## config.mk

```make
export PLATFORM = sky130hd
export DESIGN_NAME = vga_sdram_arbiter
export DESIGN_NICKNAME = d
export VERILOG_FILES = /design/src/rtl/vga_sdram_arbiter.sv
export SDC_FILE = /design/constraint.sdc
export NUM_CORES = 1
export LEC_CHECK = 0
export ABC_AREA = 1
export BUFFER_PORTS_ARGS = -buffer_cell sky130_fd_sc_hd__buf_4
export CORE_UTILIZATION = 46
export CTS_CLUSTER_SIZE = 40
export DETAILED_ROUTE_END_ITERATION = 6
export PLACE_DENSITY = 0.82
export SLEW_MARGIN = 20
export SYNTH_ARGS = -nofsm -noshare
export SYNTH_HDL_FRONTEND = slang
export SYNTH_SLANG_ARGS = --single-unit
```

## constraint.sdc

```tcl
create_clock -name iCLOCK -period 2.6 [get_ports iCLOCK]
set_input_delay 0.65 -clock iCLOCK [delete_from_list [all_inputs] [get_ports iCLOCK]]
set_output_delay 0.65 -clock iCLOCK [all_outputs]
set_load 0.01 [all_outputs]
```

## src/rtl/vga_sdram_arbiter.sv

```systemverilog
// Purpose: two-requester arbiter for the VGA SDRAM port; M0 (scan-out) has fixed priority, M1 gets starvation-guaranteed grants.
// Latency: 1 cycle from request to oMEM_VALID via the registered command slot; read returns are routed combinationally.
// Backpressure: oMx_BUSY when not granted (slot stalled, FIFO full for reads, or lost arbitration); oMEM_BUSY follows the head owner's iMx_BUSY.
//
// Ports:
//   iCLOCK, inRESET (async, active low), iRESET_SYNC (sync, active high)
//   iMx_REQ/RW/ADDR/DATA/BYTEENA -> oMx_BUSY       requester command side (x = 0, 1)
//   oMx_VALID/oMx_DATA <- iMx_BUSY                 read return to requester x
//   oMEM_VALID/RW/ADDR/DATA/BYTEENA <- iMEM_BUSY   command toward SDRAM
//   iMEM_VALID/iMEM_DATA -> oMEM_BUSY              read return from SDRAM
//   oORPHAN                                        sticky flag: return data with no outstanding tag
module vga_sdram_arbiter #(
  parameter int TAG_DEPTH   = 8,
  parameter int TAG_DEPTH_N = 3,
  parameter int STARVE_MAX  = 16
) (
  input  logic        iCLOCK,
  input  logic        inRESET,
  input  logic        iRESET_SYNC,
  // requester 0
  input  logic        iM0_REQ,
  output logic        oM0_BUSY,
  input  logic        iM0_RW,
  input  logic [31:0] iM0_ADDR,
  input  logic [15:0] iM0_DATA,
  input  logic [1:0]  iM0_BYTEENA,
  output logic        oM0_VALID,
  input  logic        iM0_BUSY,
  output logic [15:0] oM0_DATA,
  // requester 1
  input  logic        iM1_REQ,
  output logic        oM1_BUSY,
  input  logic        iM1_RW,
  input  logic [31:0] iM1_ADDR,
  input  logic [15:0] iM1_DATA,
  input  logic [1:0]  iM1_BYTEENA,
  output logic        oM1_VALID,
  input  logic        iM1_BUSY,
  output logic [15:0] oM1_DATA,
  // SDRAM side
  output logic        oMEM_VALID,
  output logic [1:0]  oMEM_BYTEENA,
  output logic        oMEM_RW,
  output logic [31:0] oMEM_ADDR,
  output logic [15:0] oMEM_DATA,
  input  logic        iMEM_BUSY,
  input  logic        iMEM_VALID,
  input  logic [15:0] iMEM_DATA,
  output logic        oMEM_BUSY,
  output logic        oORPHAN
);

  localparam int SW = $clog2(STARVE_MAX + 1);

  // command slot
  logic        slot_valid;
  logic        slot_rw;
  logic [31:0] slot_addr;
  logic [15:0] slot_data;
  logic [1:0]  slot_be;

  // starvation counter for requester 1
  logic [SW-1:0] starve;

  // tag FIFO: one owner bit per outstanding read
  logic                   tag_mem [TAG_DEPTH];
  logic [TAG_DEPTH_N-1:0] wr_ptr;
  logic [TAG_DEPTH_N-1:0] rd_ptr;
  logic [TAG_DEPTH_N:0]   tag_count;
  logic                   orphan;

  logic slot_free;
  logic tag_full;
  logic have_tag;
  logic head_owner;
  logic eligible0, eligible1;
  logic force1, grant0, grant1;
  logic push, pop;
  logic ret_busy;

  always_comb begin
    slot_free  = !slot_valid || !iMEM_BUSY;
    tag_full   = (tag_count == (TAG_DEPTH_N + 1)'(TAG_DEPTH));
    have_tag   = (tag_count != '0);
    head_owner = tag_mem[rd_ptr];

    // A full tag FIFO blocks reads only; writes need no tag.
    eligible0 = iM0_REQ && slot_free && !(!iM0_RW && tag_full);
    eligible1 = iM1_REQ && slot_free && !(!iM1_RW && tag_full);

    force1 = eligible1 && (starve == SW'(STARVE_MAX));
    grant0 = eligible0 && !force1;
    grant1 = eligible1 && (force1 || !eligible0);

    push = (grant0 && !iM0_RW) || (grant1 && !iM1_RW);

    // Return back-pressure comes from whichever requester owns the oldest read.
    ret_busy = have_tag && (head_owner ? iM1_BUSY : iM0_BUSY);
    pop      = iMEM_VALID && have_tag && !ret_busy;
  end

  assign oM0_BUSY     = !grant0;
  assign oM1_BUSY     = !grant1;
  assign oMEM_VALID   = slot_valid;
  assign oMEM_RW      = slot_rw;
  assign oMEM_ADDR    = slot_addr;
  assign oMEM_DATA    = slot_data;
  assign oMEM_BYTEENA = slot_be;
  assign oMEM_BUSY    = ret_busy;
  assign oM0_VALID    = iMEM_VALID && have_tag && !head_owner;
  assign oM1_VALID    = iMEM_VALID && have_tag &&  head_owner;
  assign oM0_DATA     = iMEM_DATA;
  assign oM1_DATA     = iMEM_DATA;
  assign oORPHAN      = orphan;

  // Owner storage needs no reset: entries are only read while counted valid.
  always_ff @(posedge iCLOCK) begin
    if (push) tag_mem[wr_ptr] <= grant1;
  end

  always_ff @(posedge iCLOCK or negedge inRESET) begin
    if (!inRESET) begin
      slot_valid <= 1'b0;
      slot_rw    <= 1'b0;
      slot_addr  <= '0;
      slot_data  <= '0;
      slot_be    <= '0;
      starve     <= '0;
      wr_ptr     <= '0;
      rd_ptr     <= '0;
      tag_count  <= '0;
      orphan     <= 1'b0;
    end else if (iRESET_SYNC) begin
      slot_valid <= 1'b0;
      slot_rw    <= 1'b0;
      slot_addr  <= '0;
      slot_data  <= '0;
      slot_be    <= '0;
      starve     <= '0;
      wr_ptr     <= '0;
      rd_ptr     <= '0;
      tag_count  <= '0;
      orphan     <= 1'b0;
    end else begin
      // Slot only changes when SDRAM has taken (or never had) its contents.
      if (slot_free) begin
        if (grant0) begin
          slot_valid <= 1'b1;
          slot_rw    <= iM0_RW;
          slot_addr  <= iM0_ADDR;
          slot_data  <= iM0_DATA;
          slot_be    <= iM0_BYTEENA;
        end else if (grant1) begin
          slot_valid <= 1'b1;
          slot_rw    <= iM1_RW;
          slot_addr  <= iM1_ADDR;
          slot_data  <= iM1_DATA;
          slot_be    <= iM1_BYTEENA;
        end else begin
          slot_valid <= 1'b0;
        end
      end

      // Count only arbitrations M1 actually lost to M0.
      if (grant1 || !iM1_REQ)
        starve <= '0;
      else if (eligible1 && grant0 && (starve != SW'(STARVE_MAX)))
        starve <= starve + 1'b1;

      if (push) wr_ptr <= wr_ptr + 1'b1;
      if (pop)  rd_ptr <= rd_ptr + 1'b1;

      case ({push, pop})
        2'b10:   tag_count <= tag_count + 1'b1;
        2'b01:   tag_count <= tag_count - 1'b1;
        default: tag_count <= tag_count;
      endcase

      if (iMEM_VALID && !have_tag) orphan <= 1'b1;
    end
  end

endmodule

```

==> results.tsv, run 1 <==
stage	metric	value	unit
yosys	synth_area	4120	um2
global_route	grt.total_usage	0.247	
setup_path	crit_type	reg2out	
sta	drv_slew	0	
setup_path	rr_worst_depth	17	
sta	relSlewSlack	0.419	
floorplan	die_x	96.6	um
drt	antenna_left	0	
setup_path	crit_family	simple AND/OR/NAND/NOR gates	
setup_path	slowest_stage	dfrtp_1	
yosys	synth_cells	510	
drt	vias_per_cell	5.30	
yosys	synth.top_cells.by_area	dfrtp_1, o21ai_0, nand3_1	
drt	drt-total-wl	11500	um
yosys	synth_ff_type	dfrtp_1	
placed_design	dp_hpwl	8000	um
cells_and_area	fin_area	5470	um2
setup_path	cp-start-kind	flop	
power_and_ir_drop	power.leakage	2.70	nW
min_path	min_path_type	in2async	
sta	finalSetupTns	0	ns
yosys	yosysSeqAreaShare	0.472	
cells_and_area	area_growth	32.9	%
drt	drc	0	
global_route	grt_pass1_wl	17300	um
clock_tree	cts.sinks	76	
yosys	synth_edf_count	8	
clock_tree	cts_tree	built	
cells_and_area	final_nets	773	
cells_and_area	final_cell_mix	buf_4, o21ai_0, nor2_1, dfrtp_1, nand3_1	
placed_design	dp_cells	736	
setup_path	r2r_start	starve[0]	
drt	wl_per_cell	15.3	um
drt	drt_iter0_markers	116	
drt	dr_total_vias	3991	
cells_and_area	multi_input_area	1670	um2
placed_design	port_buffers	168	
yosys	yosysTopAreaCell	dfrtp_1	
yosys	avgSynthCellArea	8.07	um2
clock_tree	clk_pin_slew	0.08	ns
status	status	completed	
cells_and_area	layout_commonest_cell	buf_4	
cells_and_area	diodes	0	
clock_tree	clock_path_buffers	2	
clock_tree	clockRootBuffer	clkbuf_8	
sta	tightestPinTransition	0.871	ns
cells_and_area	seq_area	1940	um2
setup_path	end_kind	primary output	
setup_path	cp.required	1.95	ns
floorplan	dieArea	9330	um2
floorplan	start_util	0.474	
sta	finalSetupViolCount	0	
sta	rsz0062_at_grt	no	
power_and_ir_drop	peakVddDrop	0.000296	V
floorplan	core.rowCount	34	
clock_tree	clk_latency	0.35	ns
sta	max_clock_freq	0.415	GHz
setup_path	path_buf_inv	2	
clock_tree	numCtsBuffers	9	
setup_path	crit_chain	inv_1, ha_1, nand2_1, nor2_1, nand3_2, nand2_8, nand2_1, buf_4	
global_route	globalRoute.totalOverflow	0	
setup_path	max_stage_delay	0.38	ns
sta	skew	0.00794	ns
global_route	grt_max_degree	69	
floorplan	dieHeight	96.6	um
power_and_ir_drop	cellPowerDensity	655	nW/um2
cells_and_area	fin_cells	753	
global_route	grt_pass1_vias	3722	
setup_path	critPathArrivalTime	1.76	ns
placed_design	gp_congestion	0.915	
sta	post-route-period-util	0.927	
yosys	yosysTopAreaCellShare	0.413	
cells_and_area	drive_above_1_share	0.341	
placed_design	dpl_cell_area	5230	um2
power_and_ir_drop	total_power	0.00358	W
setup_path	regToRegSetupSlack	0.27	ns
sta	post-route-min-period	2.41	ns
setup_path	worst-path-max-fanout	12	
setup_path	r2r-end	tag_count[3]	
run	cap_violations	0	
global_route	antenna_found_initial	0	
yosys	async_flop_share	0.895	
yosys	syn-num-nets	643	
yosys	ys_types	32	
cells_and_area	fill_cells	736	
yosys	yosysWarnings	0	
sta	hold_viol	0	
floorplan	core-area	8680	um2
setup_path	cp_common_cell	nand2_1	
clock_tree	htreeDepth	3	
clock_tree	post_cts_resized	0	
floorplan	num_io_pins	217	
yosys	ys_ff_latch	76	
drt	dr.pass1.iters	4	
## what timing repair did
| item | CTS | global route |
|---|---|---|
| setup endpoints to repair | 1 | 1 |
| hold buffers | 0 | 0 |
| pin swaps | 0 | 2 |
| buffers inserted | 0 | 1 |
| cloned | 0 | 1 |
## Yosys cell counts, types with 3 or more instances
cell type and number:
inv_2 6, a21oi_1 9, buf_4 32, o21ai_0 98, dfrtp_1 68, clkbuf_1 21, clkbuf_2 4, nand4_1 3
nand2_1 46, nor3_1 3, nor2_1 69, inv_1 34, nand3_1 65, o21ai_1 9, ha_1 6, edfxtp_1 8
nand3_2 6
## per-stage QoR
| step | hold slack, ns | setup WS (ns) | util |
|---|---|---|---|
| detailed placement | 0.502 | 0.193 | 0.603 |
| floorplan | 0.354 | 0.434 | - |
| finish | 0.418 | 0.191 | 0.630 |
| global placement | 0.498 | 0.222 | 0.603 |
| CTS | 0.447 | 0.144 | 0.628 |
| global route | 0.478 | 0.0412 | 0.630 |
## layer usage
| metal | vias up | GRT usage | wire length, um |
|---|---|---|---|
| met5 | - | 0 | 0 |
| met4 | 0 | 0.0956 | 240 |
| met3 | 24 | 0.0712 | 911 |
| met2 | 178 | 0.411 | 5850 |
| met1 | 1868 | 0.301 | 4500 |
| li1 | 1921 | - | - |
## cell families after synthesis
group / Yosys count / share of synthesized area
buffers and inverters: 103 / 0.126
AND/OR/NAND/NOR: 204 / 0.233
XOR/XNOR: 1 / 0.00213
AO/OA/AOI/OAI: 120 / 0.148
flip-flops: 76 / 0.472
adder cells (fa/ha/maj): 6 / 0.0182
## worst max-delay path by stage
stage                    from      endpoint  slack [ns]  cells after the start
floorplan           iMEM_BUSY  tag_count[3]        0.43                     15
global placement    iMEM_BUSY      oM1_BUSY        0.22                      8
detailed placement  iMEM_BUSY      oM1_BUSY        0.19                      8
CTS                 starve[0]      oM1_BUSY        0.14                      8
global route        starve[0]  tag_count[3]        0.04                     17
finish              starve[0]      oM1_BUSY        0.19                      8
## flip-flops by register name, indices dropped and copies added, names as in the netlist, 2 cells and up
| signal | count |
|---|---|
| wr_ptr | 3 |
| oMEM_ADDR | 32 |
| oMEM_BYTEENA | 2 |
| starve | 5 |
| tag_count | 4 |
| oMEM_DATA | 16 |
| rd_ptr | 3 |
| tag_mem | 8 |
## final cells by class
class,instances,share of cell area
Clock buffer,10,0.0252
Multi-Input combinational cell,332,0.305
Inverter,44,0.0314
Timing Repair Buffer,177,0.243
Clock inverter,6,0.0158
Sequential cell,76,0.355
Tap cell,108,0.0247
## power breakdown
group | internal, W | switching [W] | total [W] | leakage (nW)
Sequential | 0.00135 | 0.000111 | 0.00146 | 0.969
Combinational | 0.000468 | 0.000630 | 0.00110 | 1.62
Clock | 0.000567 | 0.000457 | 0.00102 | 0.113
Total | 0.00238 | 0.00120 | 0.00358 | 2.70
Power figures use the tool's default switching activity.
==> run 2, diff against run 1 <==
--- a/config.mk
+++ b/config.mk
@@ -7,10 +7,10 @@
 export LEC_CHECK = 0
 export ABC_AREA = 1
 export BUFFER_PORTS_ARGS = -buffer_cell sky130_fd_sc_hd__buf_4
-export CORE_UTILIZATION = 46
+export CORE_UTILIZATION = 36
 export CTS_CLUSTER_SIZE = 40
 export DETAILED_ROUTE_END_ITERATION = 6
-export PLACE_DENSITY = 0.82
+export PLACE_DENSITY = 0.67
 export SLEW_MARGIN = 20
 export SYNTH_ARGS = -nofsm -noshare
 export SYNTH_HDL_FRONTEND = slang
==> run 2 against run 1 <==
Combinational power barely moved. Highest routed layer unchanged. Register-to-register slack improved by 0.05 ns. Die area rose by 27%. Setup slack got worse by 0.066 ns. Wire length fell by 4.4%.
==> results.tsv, run 2 (synthesis results as in run 1) <==
stage	metric	value	unit	change
status	status	completed		
clock_tree	cts.sinks	76		unchanged
clock_tree	clk_latency	0.33	ns	-0.02 ns
cells_and_area	layout_commonest_cell	buf_4		
drt	wl_per_cell	14.1	um	-7.9%
clock_tree	clock_path_buffers	2		unchanged
sta	post-route-min-period	2.47	ns	+0.0658 ns
setup_path	crit_type	reg2out		
setup_path	critPathArrivalTime	1.82	ns	+0.06 ns
cells_and_area	drive_above_1_share	0.338		-0.00308
setup_path	rr_worst_depth	17		unchanged
cells_and_area	seq_area	1940	um2	unchanged
drt	antenna_left	0		unchanged
drt	drc	0		unchanged
cells_and_area	fin_cells	782		+3.9%
setup_path	cp.depth	8		unchanged
setup_path	cp.required	1.95	ns	about the same
sta	tightestPinTransition	0.860	ns	-0.0116 ns
setup_path	slowest_stage	dfrtp_1		
run	cap_violations	0		unchanged
setup_path	r2r_start	starve[0]		
cells_and_area	final_nets	770		-0.39%
floorplan	die_x	109	um	+13%
clock_tree	post_cts_resized	0		unchanged
cells_and_area	multi_input_area	1660	um2	-0.68%
setup_path	path_buf_inv	3		+1
drt	dr.pass1.iters	5		+1
global_route	globalRoute.totalOverflow	0		unchanged
sta	rsz0062_at_grt	no		
clock_tree	htreeDepth	3		unchanged
min_path	min_path_type	in2async		
cells_and_area	fill_cells	1039		+41%
global_route	antenna_found_initial	0		unchanged
clock_tree	cts_setup_buffers	0		unchanged
power_and_ir_drop	peakVddDrop	0.000329	V	+11%
drt	drt_iter0_markers	149		+28%
global_route	grt_pass1_wl	17800	um	+2.7%
placed_design	dpl_cell_area	5270	um2	+0.72%
placed_design	port_buffers	168		unchanged
drt	vias_per_cell	4.94		-6.8%
floorplan	dieHeight	109	um	+13%
sta	post-route-period-util	0.952		+0.0253
setup_path	worst-path-max-fanout	18		+6
setup_path	regToRegSetupSlack	0.32	ns	+0.05 ns
global_route	grt_max_degree	69		unchanged
cells_and_area	area_growth	34.8	%	
cells_and_area	fin_area	5550	um2	+1.4%
floorplan	dieArea	11900	um2	+27%
setup_path	max_stage_delay	0.38	ns	about the same
setup_path	cp_common_cell	buf_4		
sta	finalSetupTns	0	ns	unchanged
sta	hold_viol	0		unchanged
setup_path	crit_family	buffers and inverters		
clock_tree	numCtsBuffers	9		unchanged
sta	drv_slew	0		unchanged
sta	finalSetupViolCount	0		unchanged
power_and_ir_drop	cellPowerDensity	665	nW/um2	+1.6%
floorplan	core-area	11000	um2	+27%
placed_design	dp_hpwl	7840	um	-2.0%
cells_and_area	largest_reg_flops	32		unchanged
sta	relSlewSlack	0.427		+0.00774
clock_tree	clk_pin_slew	0.06	ns	-0.02 ns
setup_path	worstSetupStartpoint	starve[0]		
placed_design	dp_cells	766		+4.1%
sta	whs	0.394	ns	-0.0238 ns
setup_path	end_kind	primary output		
clock_tree	cts_hold_buf	0		unchanged
floorplan	num_io_pins	217		unchanged
power_and_ir_drop	power.leakage	2.71	nW	+0.31%
setup_path	crit_chain	inv_1, ha_1, nand2_1, nor2_1, nand3_2, nand2_8, buf_4, buf_4		
cells_and_area	diodes	0		unchanged
sta	max_clock_freq	0.404	GHz	-2.7%
clock_tree	cts_tree	built		
global_route	grt.total_usage	0.194		-0.0523
cells_and_area	final_cell_mix	buf_4, o21ai_0, nor2_1, dfrtp_1, nand3_1		
drt	drt-total-wl	11000	um	-4.4%
floorplan	start_util	0.375		-0.0995
sta	skew	0.00681	ns	-0.00113 ns
setup_path	cp-start-kind	flop		
placed_design	gp_congestion	0.853		-6.8%
clock_tree	clockRootBuffer	clkbuf_16		
floorplan	core.rowCount	38		+12%
global_route	grt_pass1_vias	3812		+2.4%
cells_and_area	final_util	0.505		-0.125
drt	dr_total_vias	3863		-3.2%
==> run 2: cell count changes in the layout (fill, tap and decap cells not counted), sizes merged <==
cell      previous run  this run
bufinv               2         0
buf                177       175
clkbuf              10         9
nand2               52        51
clkinvlp             1         2
clkinv               3         5
==> run 2: layout make-up <==
type | count | share of cell area
clock buffers | 9 | 0.0406
flip-flops and latches | 76 | 0.350
multi-input cells | 331 | 0.298
clock inverters | 7 | 0.00925
repair buffers | 175 | 0.239
well taps | 140 | 0.0316
inverters | 44 | 0.0309
==> run 2: path summary, 6_finish.rpt <==
check,end
worst max-delay path,oM0_BUSY
worst min-delay path,oMEM_ADDR[16]
worst min register to register,oMEM_DATA[4]
worst max register to register,tag_count[3]
max in group asynchronous,tag_count[1]
min in group iCLOCK,oMEM_DATA[4]
==> run 2: metal layers <==
layer	global-route usage	routed length, um	share of wire
met5	0	0	0
met4	0.0550	91	0.0083
met2	0.334	5520	0.50
met1	0.240	4640	0.42
met3	0.0496	740	0.067
==> run 2: per-stage QoR <==
| step | worst slack, ns | power [W] |
|---|---|---|
| 6_report | 0.125 | 0.00369 |
| 5_1_grt | 0.0155 | 0.00393 |
| 4_1_cts | 0.0975 | 0.00373 |
| 3_5_place_dp | 0.161 | 0.00257 |
| 3_3_place_gp | 0.266 | 0.00254 |
| 2_1_floorplan | 0.434 | 0.00210 |
==> run 2: power breakdown <==
group / switching [W] / total, W / internal [W] / leakage [nW]
combinational: 0.000612 / 0.00108 / 0.000468 / 1.61
clock: 0.000493 / 0.00114 / 0.000648 / 0.132
sequential: 0.000118 / 0.00147 / 0.00135 / 0.969
==> run 3, diff against run 2 <==
--- a/config.mk
+++ b/config.mk
@@ -8,9 +8,10 @@
 export ABC_AREA = 1
 export BUFFER_PORTS_ARGS = -buffer_cell sky130_fd_sc_hd__buf_4
 export CORE_UTILIZATION = 36
-export CTS_CLUSTER_SIZE = 40
+export CTS_CLUSTER_SIZE = 28
 export DETAILED_ROUTE_END_ITERATION = 6
 export PLACE_DENSITY = 0.67
+export RECOVER_POWER = 50
 export SLEW_MARGIN = 20
 export SYNTH_ARGS = -nofsm -noshare
 export SYNTH_HDL_FRONTEND = slang
==> run 3 against run 2 <==
The flow now finishes with violations (max-capacitance violations, max-slew violations). Cell count stayed put. Global-route usage stayed put. Via count is 0.28% higher. Hold slack better by 0.12 ns. Largest cell class unchanged. Core utilization is 0.73 points lower. Combinational power hardly changed. First-iteration DRC count is 7.4% higher. Count of clock-buffer cells in the layout stayed put. Critical endpoint unchanged. Critical path depth stayed put. Design area is 1.4% lower. Clock power hardly changed. Sequential power hardly changed.
==> results.tsv, run 3 (synthesis results as in run 1) <==
stage	metric	value	unit	change
status	status	complete, but fails checks		
status	violations	max-capacitance violations, max-slew violations		
power_and_ir_drop	cellPowerDensity	669	nW/um2	+0.50%
global_route	grtUsageMet2	0.334		unchanged
global_route	antenna_found_initial	0		unchanged
clock_tree	cts.sinks	76		unchanged
clock_tree	cts_setup_buffers	0		unchanged
cells_and_area	diodes	0		unchanged
drt	dr_total_vias	3874		+0.28%
cells_and_area	layout_commonest_cell	buf_4		
power_and_ir_drop	power.leakage	2.63	nW	-3.0%
floorplan	dieArea	11900	um2	unchanged
placed_design	dp_hpwl	7840	um	unchanged
sta	skew	0.00689	ns	+0.0000725 ns
clock_tree	clockRootBuffer	clkbuf_16		
cells_and_area	drive_above_1_share	0.305		-0.0327
setup_path	end_kind	primary output		
global_route	grt_most_used_layer	met2		
cells_and_area	fin_cells	782		unchanged
min_path	min_path_cells	2		
clock_tree	post_cts_resized	0		unchanged
setup_path	cp.required	1.95	ns	about the same
setup_path	cp-start-kind	flop		
power_and_ir_drop	peakVddDrop	0.000329	V	about the same
clock_tree	numCtsBuffers	9		unchanged
global_route	grt_pass1_wl	17800	um	unchanged
setup_path	regToRegSetupSlack	0.32	ns	about the same
floorplan	num_io_pins	217		unchanged
global_route	grt_max_degree	69		unchanged
sta	finalSetupViolCount	0		unchanged
drt	drt-total-wl	11000	um	about the same
sta	rsz0062_at_grt	no		
global_route	use_met3	0.0496		unchanged
floorplan	dieHeight	109	um	unchanged
sta	post-route-period-util	0.949		-0.00337
floorplan	core.rowCount	38		unchanged
drt	antenna_left	0		unchanged
drt	wl_per_cell	14.1	um	about the same
min_path	min_path_type	reg2reg		
sta	hold_viol	0		unchanged
global_route	grt.total_usage	0.194		unchanged
sta	relSlewSlack	-0.126		-0.552
floorplan	core-area	11000	um2	unchanged
clock_tree	cts_tree	built		
global_route	use_met1	0.240		unchanged
min_path	hold_start	oMEM_DATA[4]		
clock_tree	clk_pin_slew	0.06	ns	about the same
run	cap_violations	1		+1
drt	drt_iter0_markers	160		+7.4%
floorplan	die_x	109	um	unchanged
sta	post-route-min-period	2.47	ns	-0.00876 ns
setup_path	crit_type	reg2out		
cells_and_area	final_nets	770		unchanged
drt	drc	0		unchanged
cells_and_area	fill_cells	1060		+2.0%
clock_tree	clock_path_buffers	2		unchanged
sta	finalSetupTns	0	ns	unchanged
clock_tree	htreeDepth	3		unchanged
global_route	grt_pass1_vias	3812		unchanged
clock_tree	cts_hold_buf	0		unchanged
sta	whs	0.510	ns	+0.116 ns
cells_and_area	area_growth	32.8	%	
floorplan	start_util	0.375		unchanged
placed_design	port_buffers	168		unchanged
setup_path	r2r-end	tag_count[3]		
cells_and_area	final_cell_mix	buf_4, o21ai_0, nor2_1		
min_path	worstHoldEndpoint	oMEM_DATA[4]		
placed_design	dp_cells	766		unchanged
setup_path	r2r_start	starve[0]		
setup_path	worst-path-max-fanout	18		unchanged
drt	dr.pass1.iters	5		unchanged
sta	tightestPinTransition	1.69	ns	+0.829 ns
setup_path	rr_worst_depth	17		unchanged
sta	drv_slew	69		+69
drt	vias_per_cell	4.95		+0.28%
sta	max_clock_freq	0.405	GHz	+0.36%
global_route	globalRoute.totalOverflow	0		unchanged
setup_path	critPathArrivalTime	1.82	ns	about the same
clock_tree	clk_latency	0.33	ns	about the same
cells_and_area	largest_reg_flops	32		unchanged
placed_design	gp_congestion	0.853		unchanged
==> run 3: stage by stage <==
| stage | util | instance area, um2 | setup WS [ns] | total power (W) |
|---|---|---|---|---|
| 2_1_floorplan | - | 4120 | 0.434 | 0.00210 |
| 3_3_place_gp | 0.480 | 5270 | 0.266 | 0.00254 |
| 3_5_place_dp | 0.480 | 5270 | 0.161 | 0.00257 |
| 4_1_cts | 0.505 | 5550 | 0.0975 | 0.00373 |
| 5_1_grt | 0.498 | 5470 | 0.0155 | 0.00389 |
| 6_report | 0.498 | 5470 | 0.134 | 0.00366 |
==> run 3: per-layer routing <==
metal,vias to the layer above,part of all wire
met5,-,0
met4,0,0.0084
met3,14,0.068
met2,141,0.50
met1,1805,0.43
li1,1914,-
==> run 3: worst max-delay path by stage <==
| stage | cells past startpoint | slack (ns) | startpoint | endpoint |
|---|---|---|---|---|
| after floorplan | 15 | 0.43 | iMEM_BUSY | tag_count[3] |
| after global placement | 16 | 0.27 | iMEM_BUSY | tag_count[3] |
| after detailed placement | 16 | 0.16 | iMEM_BUSY | tag_count[3] |
| after CTS | 8 | 0.1 | starve[0] | oM0_BUSY |
| after global routing | 8 | 0.02 | starve[0] | oM0_BUSY |
| final | 8 | 0.13 | starve[0] | oM0_BUSY |
==> run 3: area by class of cell <==
cell class	count	area [um2]	area share
multi-input combinational	331	1650	0.302
clock buffer	9	225	0.0412
clock inverter	7	51.3	0.00938
timing repair buffer	175	1250	0.228
inverter	44	171	0.0314
sequential	76	1940	0.355
tap	140	175	0.0320
==> run 3: report_power, final <==
group | switching [W] | total (W) | internal [W] | leakage (nW)
combinational | 0.000613 | 0.00105 | 0.000435 | 1.53
clock | 0.000493 | 0.00114 | 0.000648 | 0.132
sequential | 0.000115 | 0.00147 | 0.00135 | 0.969
==> run 3: critical path, cell delays in order, from the launching register on <==
cell	delay, ns
dfrtp_1	0.38
inv_1	0.11
ha_1	0.15
nand2_1	0.04
nor2_1	0.15
nand3_2	0.14
nand2_8	0.11
buf_4	0.24
buf_4	0.16
